<file path="src/rtl/instr_refill_ctrl_if.sv">
// Miss, memory and line-store signals of the instruction refill engine, named from the engine's side.
// master: the refill engine; slave: the cache/memory environment around it.
interface instr_refill_ctrl_if #(
   parameter int N_CACHELINE_LENGTH = 4,
   parameter int BITSIZE            = 32,
   parameter int ADDR_WIDTH         = 32
);
   logic                                  miss_valid_i;
   logic [ADDR_WIDTH-1:0]                 miss_addr_i;
   logic                                  miss_ready_o;
   logic                                  flush_i;
   logic                                  mem_req_o;
   logic [ADDR_WIDTH-1:0]                 mem_addr_o;
   logic                                  mem_gnt_i;
   logic                                  mem_rvalid_i;
   logic [BITSIZE-1:0]                    mem_rdata_i;
   logic                                  line_valid_o;
   logic [ADDR_WIDTH-1:0]                 line_addr_o;
   logic [BITSIZE*N_CACHELINE_LENGTH-1:0] line_data_o;
   logic                                  busy_o;

   modport master (
      input  miss_valid_i, miss_addr_i, flush_i, mem_gnt_i, mem_rvalid_i, mem_rdata_i,
      output miss_ready_o, mem_req_o, mem_addr_o, line_valid_o, line_addr_o, line_data_o, busy_o
   );

   modport slave (
      output miss_valid_i, miss_addr_i, flush_i, mem_gnt_i, mem_rvalid_i, mem_rdata_i,
      input  miss_ready_o, mem_req_o, mem_addr_o, line_valid_o, line_addr_o, line_data_o, busy_o
   );
endinterface

</file>
<file path="src/rtl/instr_refill_ctrl.sv">
// I-cache refill engine: fetches an aligned line word by word (pipelined, in-order), stores it in one strobe.
// Store strobe N+2 cycles after miss with zero-wait memory; requests held until granted, miss_ready_o low while busy.
module instr_refill_ctrl #(
   parameter int N_CACHELINE_LENGTH = 4,
   parameter int BITSIZE            = 32,
   parameter int ADDR_WIDTH         = 32
) (
   input logic                 clk,
   input logic                 reset_i,
   instr_refill_ctrl_if.master bus
);
   localparam int CW   = $clog2(N_CACHELINE_LENGTH) + 1;
   localparam int IW   = $clog2(N_CACHELINE_LENGTH);
   localparam int LW   = BITSIZE * N_CACHELINE_LENGTH;
   localparam int OFFW = $clog2(N_CACHELINE_LENGTH * BITSIZE / 8);
   localparam logic [CW-1:0]         LINE_WORDS = CW'(N_CACHELINE_LENGTH);
   localparam logic [ADDR_WIDTH-1:0] STRIDE     = ADDR_WIDTH'(BITSIZE / 8);
   localparam logic [ADDR_WIDTH-1:0] OFF_MASK   = ADDR_WIDTH'((64'd1 << OFFW) - 64'd1);

   typedef enum logic [1:0] {IDLE, FETCH, DONE, DRAIN} state_e;

   state_e                state_q, state_d;
   logic [CW-1:0]         req_cnt_q, req_cnt_d;
   logic [CW-1:0]         rsp_cnt_q, rsp_cnt_d;
   logic [ADDR_WIDTH-1:0] base_q, base_d;
   logic                  mem_req_q, mem_req_d;
   logic [ADDR_WIDTH-1:0] mem_addr_q, mem_addr_d;
   logic                  line_valid_q, line_valid_d;
   logic [ADDR_WIDTH-1:0] line_addr_q, line_addr_d;
   logic [LW-1:0]         line_data_q, line_data_d;
   logic [LW-1:0]         buf_q, buf_d;
   logic                  miss_ready_q, miss_ready_d;
   logic                  busy_q, busy_d;
   logic                  gnt;
   logic                  rsp;

   always_comb begin
      state_d      = state_q;
      req_cnt_d    = req_cnt_q;
      rsp_cnt_d    = rsp_cnt_q;
      base_d       = base_q;
      mem_req_d    = mem_req_q;
      mem_addr_d   = mem_addr_q;
      line_valid_d = 1'b0;
      line_addr_d  = line_addr_q;
      line_data_d  = line_data_q;
      buf_d        = buf_q;
      miss_ready_d = miss_ready_q;
      busy_d       = busy_q;
      gnt          = mem_req_q & bus.mem_gnt_i;
      // A response with nothing outstanding is spurious and dropped.
      rsp          = bus.mem_rvalid_i & (rsp_cnt_q != req_cnt_q);

      unique case (state_q)
         IDLE: begin
            if (bus.miss_valid_i && miss_ready_q && !bus.flush_i) begin
               base_d       = bus.miss_addr_i & ~OFF_MASK;
               req_cnt_d    = '0;
               rsp_cnt_d    = '0;
               mem_req_d    = 1'b1;
               mem_addr_d   = bus.miss_addr_i & ~OFF_MASK;
               miss_ready_d = 1'b0;
               busy_d       = 1'b1;
               state_d      = FETCH;
            end
         end
         FETCH: begin
            req_cnt_d = req_cnt_q + CW'(gnt);
            rsp_cnt_d = rsp_cnt_q + CW'(rsp);
            for (int k = 0; k < N_CACHELINE_LENGTH; k++) begin
               if (rsp && rsp_cnt_q[IW-1:0] == IW'(k)) begin
                  buf_d[k*BITSIZE +: BITSIZE] = bus.mem_rdata_i;
               end
            end
            if (bus.flush_i) begin
               mem_req_d = 1'b0;
               if (req_cnt_d != rsp_cnt_d) begin
                  state_d = DRAIN;
               end else begin
                  state_d      = IDLE;
                  miss_ready_d = 1'b1;
                  busy_d       = 1'b0;
               end
            end else if (rsp_cnt_d == LINE_WORDS) begin
               mem_req_d    = 1'b0;
               line_valid_d = 1'b1;
               line_addr_d  = base_q;
               line_data_d  = buf_d;
               state_d      = DONE;
            end else if (gnt) begin
               mem_req_d  = (req_cnt_d < LINE_WORDS);
               mem_addr_d = base_q + ADDR_WIDTH'(req_cnt_d) * STRIDE;
            end
         end
         DONE: begin
            state_d      = IDLE;
            miss_ready_d = 1'b1;
            busy_d       = 1'b0;
         end
         DRAIN: begin
            rsp_cnt_d = rsp_cnt_q + CW'(rsp);
            if (rsp_cnt_d == req_cnt_q) begin
               state_d      = IDLE;
               miss_ready_d = 1'b1;
               busy_d       = 1'b0;
            end
         end
         default: begin
            state_d      = IDLE;
            mem_req_d    = 1'b0;
            miss_ready_d = 1'b1;
            busy_d       = 1'b0;
         end
      endcase
   end

   always_ff @(posedge clk) begin
      if (reset_i) begin
         state_q      <= IDLE;
         req_cnt_q    <= '0;
         rsp_cnt_q    <= '0;
         base_q       <= '0;
         mem_req_q    <= 1'b0;
         mem_addr_q   <= '0;
         line_valid_q <= 1'b0;
         line_addr_q  <= '0;
         line_data_q  <= '0;
         buf_q        <= '0;
         miss_ready_q <= 1'b1;
         busy_q       <= 1'b0;
      end else begin
         state_q      <= state_d;
         req_cnt_q    <= req_cnt_d;
         rsp_cnt_q    <= rsp_cnt_d;
         base_q       <= base_d;
         mem_req_q    <= mem_req_d;
         mem_addr_q   <= mem_addr_d;
         line_valid_q <= line_valid_d;
         line_addr_q  <= line_addr_d;
         line_data_q  <= line_data_d;
         buf_q        <= buf_d;
         miss_ready_q <= miss_ready_d;
         busy_q       <= busy_d;
      end
   end

   assign bus.miss_ready_o = miss_ready_q;
   assign bus.mem_req_o    = mem_req_q;
   assign bus.mem_addr_o   = mem_addr_q;
   assign bus.line_valid_o = line_valid_q;
   assign bus.line_addr_o  = line_addr_q;
   assign bus.line_data_o  = line_data_q;
   assign bus.busy_o       = busy_q;
endmodule

</file>
<file path="src/flat_wrapper.sv">
// flat-port wrapper written by rule: the top's interface ports become plain ports
module instr_refill_ctrl_flat 
#(
   parameter int N_CACHELINE_LENGTH = 4,
   parameter int BITSIZE            = 32,
   parameter int ADDR_WIDTH         = 32
)
  (clk, reset_i, bus_miss_valid_i, bus_miss_addr_i, bus_flush_i, bus_mem_gnt_i, bus_mem_rvalid_i, bus_mem_rdata_i, bus_miss_ready_o, bus_mem_req_o, bus_mem_addr_o, bus_line_valid_o, bus_line_addr_o, bus_line_data_o, bus_busy_o);
  instr_refill_ctrl_if #(.N_CACHELINE_LENGTH(N_CACHELINE_LENGTH), .BITSIZE(BITSIZE), .ADDR_WIDTH(ADDR_WIDTH)) bus_i ();
  input logic clk;
  input logic reset_i;
  input wire logic [$bits(bus_i.miss_valid_i)-1:0] bus_miss_valid_i;
  input wire logic [$bits(bus_i.miss_addr_i)-1:0] bus_miss_addr_i;
  input wire logic [$bits(bus_i.flush_i)-1:0] bus_flush_i;
  input wire logic [$bits(bus_i.mem_gnt_i)-1:0] bus_mem_gnt_i;
  input wire logic [$bits(bus_i.mem_rvalid_i)-1:0] bus_mem_rvalid_i;
  input wire logic [$bits(bus_i.mem_rdata_i)-1:0] bus_mem_rdata_i;
  output wire logic [$bits(bus_i.miss_ready_o)-1:0] bus_miss_ready_o;
  output wire logic [$bits(bus_i.mem_req_o)-1:0] bus_mem_req_o;
  output wire logic [$bits(bus_i.mem_addr_o)-1:0] bus_mem_addr_o;
  output wire logic [$bits(bus_i.line_valid_o)-1:0] bus_line_valid_o;
  output wire logic [$bits(bus_i.line_addr_o)-1:0] bus_line_addr_o;
  output wire logic [$bits(bus_i.line_data_o)-1:0] bus_line_data_o;
  output wire logic [$bits(bus_i.busy_o)-1:0] bus_busy_o;
  assign bus_i.miss_valid_i = bus_miss_valid_i;
  assign bus_i.miss_addr_i = bus_miss_addr_i;
  assign bus_i.flush_i = bus_flush_i;
  assign bus_i.mem_gnt_i = bus_mem_gnt_i;
  assign bus_i.mem_rvalid_i = bus_mem_rvalid_i;
  assign bus_i.mem_rdata_i = bus_mem_rdata_i;
  assign bus_miss_ready_o = bus_i.miss_ready_o;
  assign bus_mem_req_o = bus_i.mem_req_o;
  assign bus_mem_addr_o = bus_i.mem_addr_o;
  assign bus_line_valid_o = bus_i.line_valid_o;
  assign bus_line_addr_o = bus_i.line_addr_o;
  assign bus_line_data_o = bus_i.line_data_o;
  assign bus_busy_o = bus_i.busy_o;
  instr_refill_ctrl #(.N_CACHELINE_LENGTH(N_CACHELINE_LENGTH), .BITSIZE(BITSIZE), .ADDR_WIDTH(ADDR_WIDTH)) u_core (.clk(clk), .reset_i(reset_i), .bus(bus_i));
endmodule
</file>
<file path="config.mk">
export PLATFORM = sky130hd
export DESIGN_NAME = instr_refill_ctrl_flat
export DESIGN_NICKNAME = d
export VERILOG_FILES = /design/src/rtl/instr_refill_ctrl_if.sv /design/src/rtl/instr_refill_ctrl.sv /design/src/flat_wrapper.sv
export SDC_FILE = /design/constraint.sdc
export NUM_CORES = 1
export LEC_CHECK = 0
export BUFFER_PORTS_ARGS = -buffer_cell sky130_fd_sc_hd__clkbuf_2
export CAP_MARGIN = 20
export CORE_MARGIN = 8
export CORE_UTILIZATION = 53
export CTS_CLUSTER_SIZE = 30
export DETAILED_ROUTE_END_ITERATION = 6
export MAX_ROUTING_LAYER = met4
export PLACE_DENSITY_LB_ADDON = 0.15
export SLEW_MARGIN = 0
export SYNTH_ARGS = -nofsm -noshare
export SYNTH_HDL_FRONTEND = slang
export SYNTH_SLANG_ARGS = --single-unit
</file>
<file path="constraint.sdc">
create_clock -name clk -period 4.5 [get_ports clk]
set_input_delay 0.45 -clock clk [delete_from_list [all_inputs] [get_ports clk]]
set_output_delay 0.45 -clock clk [all_outputs]
set_load 0.1 [all_outputs]
</file>
# Yosys cells after proc, flatten, opt, wreduce, memory -nomap -nowiden
# Index checks and enable logic that the tools add are counted.
# Widths: inputs -> output; s select.
[word_totals]
register_bits = 356
out_inout_bits = 196
inputBits = 70
[classes]
n_eq_ne = 19
muxes = 33
bitwise_logic = 4
n_reduce_logical = 21
addsub = 3
order_cmp = 1
[ops]
columns = ["cell", "n"]
rows = [
  ["$mux 32", 8],
  ["$pmux 32 s2", 1],
  ["$add 32x5->32", 1],
  ["$mux 1", 12],
  ["$pmux 3 s2", 2],
  ["$mux 2", 5],
  ["$reduce_and 3->1", 3],
  ["$eq 2x2->1 const B", 4],
  ["$ne 2x2->1 const B", 4],
  ["$pmux 1 s4", 2],
  ["$pmux 2 s4", 1],
  ["$add 3x1->3", 2],
  ["$logic_and 1x1->1", 6],
  ["$ne 2x1->1 const B", 3],
  ["$ne 3x3->1", 2],
  ["$reduce_and 2->1", 3],
  ["$reduce_and 5->1", 1],
  ["$eq 2x1->1 const B", 2],
  ["$logic_not 2->1", 2],
  ["$ne 4x2->1 const B", 1],
  ["$reduce_and 4->1", 1],
  ["$reduce_bool 2->1", 2],
  ["$eq 3x3->1", 1],
  ["$eq 3x3->1 const B", 1],
  ["9 further kinds", 11],
]

# Depth between registers and ports, before layout
[logic_depth]
depth_word = 7
depth_mapped = 13
depth_no_buf = 11

# Least setup slack after synthesis
# OpenSTA, ideal clock, no wires.
[synth_path]
kind = "register -> register"
from = "register u_core.mem_req_q (netlist: u_core.bus.mem_req_o)"
to = "register u_core.mem_addr_q[30] (netlist: u_core.bus.mem_addr_o[30])"
slack_ns = 0.936
stages_incl_launch_ff = 12
arrival_time_ns = 3.445
t_required_ns = 4.381
path_cell_list = "dfxtp_1 -> and2_1 -> ha_1 -> ha_1 -> xor2_1 -> ha_1 -> ha_1 -> nand3_1 -> nor4_2 -> nand2_1 -> mux2i_1 -> a32o_1"
[synth_between]
elab_chain_cells = 7
elab_cells_between_ends = 9
cone_classes = "add/sub: 2; eq/ne: 1; mux: 4; bitwise: 1; reduce/logical: 1"
[synth_rtl]
columns = ["element", "line", "rtl"]
rows = [
  ["start: declaration", "instr_refill_ctrl.sv:26", "logic mem_req_q, mem_req_d;"],
  ["start signal: assignment", "instr_refill_ctrl.sv:136", "mem_req_q <= mem_req_d;"],
  ["$and 1x1->1 (*)", "instr_refill_ctrl.sv:50", "gnt = mem_req_q & bus.mem_gnt_i;"],
  ["$add 3x1->3", "instr_refill_ctrl.sv:68", "req_cnt_d = req_cnt_q + CW'(gnt);"],
  ["$add 32x5->32", "instr_refill_ctrl.sv:92", "mem_addr_d = base_q + ADDR_WIDTH'(req_cnt_d) * STRIDE;"],
  ["$mux 32", "instr_refill_ctrl.sv:90", "end else if (gnt) begin"],
  ["$mux 32", "instr_refill_ctrl.sv:84", "end else if (rsp_cnt_d == LINE_WORDS) begin"],
  ["$mux 32", "instr_refill_ctrl.sv:75", "if (bus.flush_i) begin"],
  ["$pmux 32 s2", "instr_refill_ctrl.sv:54", "unique case (state_q)"],
  ["end signal: assignment", "instr_refill_ctrl.sv:137", "mem_addr_q <= mem_addr_d;"],
  ["end: declaration", "instr_refill_ctrl.sv:27", "logic [ADDR_WIDTH-1:0] mem_addr_q, mem_addr_d;"],
]
# Every way passes the cells marked *; elsewhere a longest branch is shown, timed or not. The select of a mux whose other input is x is not followed.
# A chain may end at the register's enable or synchronous reset.

# Worst setup path in the final report
[layout_path]
from = "register u_core.rsp_cnt_q[1]"
to = "register u_core.mem_addr_q[29] (netlist: u_core.bus.mem_addr_o[29])"
[layout_between]
elab_chain_cells = 6
[layout_rtl]
columns = ["element", "line", "rtl"]
rows = [
  ["start: declaration", "instr_refill_ctrl.sv:24", "logic [CW-1:0] rsp_cnt_q, rsp_cnt_d;"],
  ["start signal: assignment", "instr_refill_ctrl.sv:134", "rsp_cnt_q <= rsp_cnt_d;"],
  ["$ne 3x3->1", "instr_refill_ctrl.sv:52", "rsp = bus.mem_rvalid_i & (rsp_cnt_q != req_cnt_q);"],
  ["$and 1x1->1", "instr_refill_ctrl.sv:52", ""],
  ["$add 3x1->3 (*)", "instr_refill_ctrl.sv:69", "rsp_cnt_d = rsp_cnt_q + CW'(rsp);"],
  ["$eq 3x3->1 (*)", "instr_refill_ctrl.sv:84", ""],
  ["$ne 2x2->1 (no source line) (*)", "-", ""],
  ["$reduce_and 5->1 (no source line) (*)", "-", ""],
]
# Every way passes the cells marked *; elsewhere a longest branch is shown, timed or not.

==> flow_summary.ini <==
[clock_network]
cts_buffers = 38
clock_path_buffers = 3
cts_root_buf = clkbuf_16
cts_resized = 0
clk_pin_slew_ps = 60
hold_buffers = 0
cts-htree-levels = 2
clkLatencyLatePin_ps = 520
cts.sinks = 354
postCtsSetupBuffers = 0
cts_tree = yes

[final_layout]
fin_cells = 2448
nets = 2111
seqCellArea_sq_mm = 0.00709
multiInputGateArea_sq_mm = 0.00714
drive_gt1_frac = 0.206
syn_to_final_growth_pct = 15.2
final.fill_count = 2643

[yosys]
ys_types = 56
ys_seq_area_frac = 0.465
yosys.area.top_type = dfxtp_1
ys_warn_count = 0
synthTopCellsByCount = 668 x nand2_1, 354 x dfxtp_1, 208 x a21oi_1
syn_area_sq_mm = 0.0153
synthTopCellsByArea = dfxtp_1 46%, nand2_1 16%, a311oi_2 6.9%
synth_area_per_cell_sq_um = 8.04
ys_seq_elements = 354
yosysMostFrequentCell = nand2_1
synth_edf_count = 0
synth_top_cell_area_share = 0.465
async_flop_share = 0
synthCells = 1897
synth_ff_type = dfxtp_1

[sta]
final_hold_viol_count = 0
rsz0062_at_grt = no
finalSetupViolations = 0
fmax_mhz = 266
tns_ps = 0
finalMaxSlewViolations = 0
maxSlewHeadroom = 0.261
finalClockSkew_ps = 13.3
worst_pin_slew_ps = 1110
fin_crit_sh = 0.835
layout_min_cycle_time_ps = 3760

[power_and_ir_drop]
p_leak_nw = 6.00
clkPwrFrac = 0.451
p_sw_frac = 0.245
seq_power_share = 0.477
combPwrFrac = 0.073
internal_power_mw = 5.08
max-vdd-ir-drop_mv = 0.252
p_sw_mw = 1.65
power_density_mw_per_mm2 = 383
p_total_mw = 6.73

[setup_path]
start_kind = flip-flop
cp.required_ps = 4950
critPathLaunch = u_core.rsp_cnt_q[1]
cp.arrival_ps = 4200
crit_path_end_kind = flip-flop
ff2ff_setup_slack_ps = 740
r2r_start = u_core.rsp_cnt_q[1]
crit_path_frequent_cell = ha_1
cp_slowest_stage_delay_ps = 740
cp_cell_sequence = xor2_2, o31ai_4, inv_1, ha_1, ha_1, or2_0, o21ai_0, a21boi_1, buf_4, nor2_1, a221o_1
endpoint = u_core.bus.mem_addr_o[29]
slowest_stage = nor2_1
path_class = flip-flop to flip-flop
r2r-end = u_core.bus.mem_addr_o[29]
crit_fanout = 12
r2r_cells = 11

[drt]
wl_per_cell_microns = 17.2
wl_microns = 42000
first_iter_violations = 987
dr_wl_met2_microns = 19300
route.top_layer_used = met4
antenna_left = 0
drtPass1Iterations = 7
drc = 0
viasPerCell = 5.51
dr_wl_met3_microns = 3380
wl_met1_microns = 18300
num_vias = 13477

[floorplanning]
rows = 62
io_pins = 266
core_area_sq_mm = 0.0285
die_h_microns = 186
initial_core_util = 0.534
die_w_microns = 186
die_area_sq_mm = 0.0345

[global_routing]
grt_pass1_vias = 12746
grt_pass1_wl_microns = 66900
grt.overflow.total = 0
grt_start_max_net_pins = 102
antenna_found_initial = 1
grt_usage = 0.244

[place]
gp_congestion = 0.855
portBuffers = 255
dp_cells = 2379
dpl.hpwl_microns = 27700

[run_status]
outcome = finished, final reports clean

[flow_run]
maxCapViolCount = 0

[worst_hold_path]
hold_path_class = primary input to flip-flop
[logic make-up after synthesis]
| family | share of synthesized area |
|---|---|
| and+or+nand+nor | 0.244 |
| DFF | 0.465 |
| other | 0.000246 |
| muxes | 0.000656 |
| buffers and inverters | 0.0690 |
| xor gates and xnor gates | 0.0166 |
| adders and majority gates | 0.00492 |
| AOI/OAI and AO/OA | 0.200 |
[cell type report]
type                       count  share of cell area
timing repair buffer         286              0.0920
inverter                      10             0.00214
tap                          384              0.0273
clock buffer                  65              0.0662
antenna                        1            0.000142
multi-input combinational   1345               0.406
sequential                   354               0.403
clock inverter                 3             0.00249
[critical path, delay by kind of cell, from the launching register on]
family	cells	cell delay, ps
AND/OR/NAND/NOR	2	1020
flip-flops	1	590
adder cells (fa/ha/maj)	2	530
AO/OA/AOI/OAI	4	1150
XOR/XNOR	1	150
buffers and inverters	2	270
[power by group through the flow]
stage               clock network (mW)  registers (mW)  logic (mW)
floorplan                            0            3.41       0.237
global placement                     0            3.27       0.483
detailed placement                   0            3.27       0.487
CTS                               3.10            3.20       0.489
global route                      3.24            3.21       0.519
finish                            3.03            3.21       0.489
[layer usage]
layer / GRT usage / vias up
met5: - / -
met4: 0.0740 / 0
met3: 0.0541 / 67
met2: 0.387 / 417
met1: 0.310 / 6357
li1: - / 6636
[stage by stage]
step | utilization | setup WS [ps] | hold slack, ps | instance area, sq um
6_report | 0.615 | 744 | 164 | 17600
3_3_place_gp | 0.570 | 874 | 441 | 16300
2_1_floorplan | - | 936 | 437 | 15300
4_1_cts | 0.615 | 774 | 147 | 17600
3_5_place_dp | 0.573 | 839 | 447 | 16400
5_1_grt | 0.615 | 553 | 167 | 17600
[worst min path at each step]
| stage | startpoint | endpoint | slack [ps] | depth (start not counted) |
|---|---|---|---|---|
| after floorplan | u_core.buf_q[0] | u_core.buf_q[0] | 440 | 2 |
| after global placement | u_core.buf_q[97] | u_core.buf_q[97] | 440 | 2 |
| after detailed placement | u_core.buf_q[34] | u_core.buf_q[34] | 450 | 2 |
| after CTS | bus_miss_addr_i[12] | u_core.base_q[12] | 150 | 3 |
| after global routing | bus_miss_addr_i[12] | u_core.base_q[12] | 170 | 3 |
| final | bus_miss_addr_i[12] | u_core.base_q[12] | 160 | 3 |
[registers in the layout (all words and copies together), names as in the netlist, 2 cells and up]
signal and count:
u_core.bus.line_addr_o 28, u_core.bus.mem_addr_o 30, u_core.bus.line_data_o 128, u_core.state_q 2
u_core.buf_q 128, u_core.rsp_cnt_q 3, u_core.base_q 28, u_core.req_cnt_q 3
[cell usage in the layout (no fill, tap or decap), types with 4 or more instances in the layout]
cell type,instances
a21oi_1,208
a311oi_1,60
a221o_1,4
and3_1,5
nor2_1,159
buf_4,25
a32o_1,5
xnor2_1,15
o21ai_0,4
xor2_1,12
nand4_1,8
a31oi_1,5
nand3_1,20
clkbuf_1,17
nor3_1,8
inv_1,10
nand2_1,668
nor4_1,5
conb_1,6
nor3_4,5
clkbuf_16,39
a311oi_2,70
and2_1,4
ha_1,6
clkbuf_2,254
clkbuf_8,9
dfxtp_1,354
a211o_1,8
or3_1,10
Note: power is estimated with default switching activity, not from simulation.
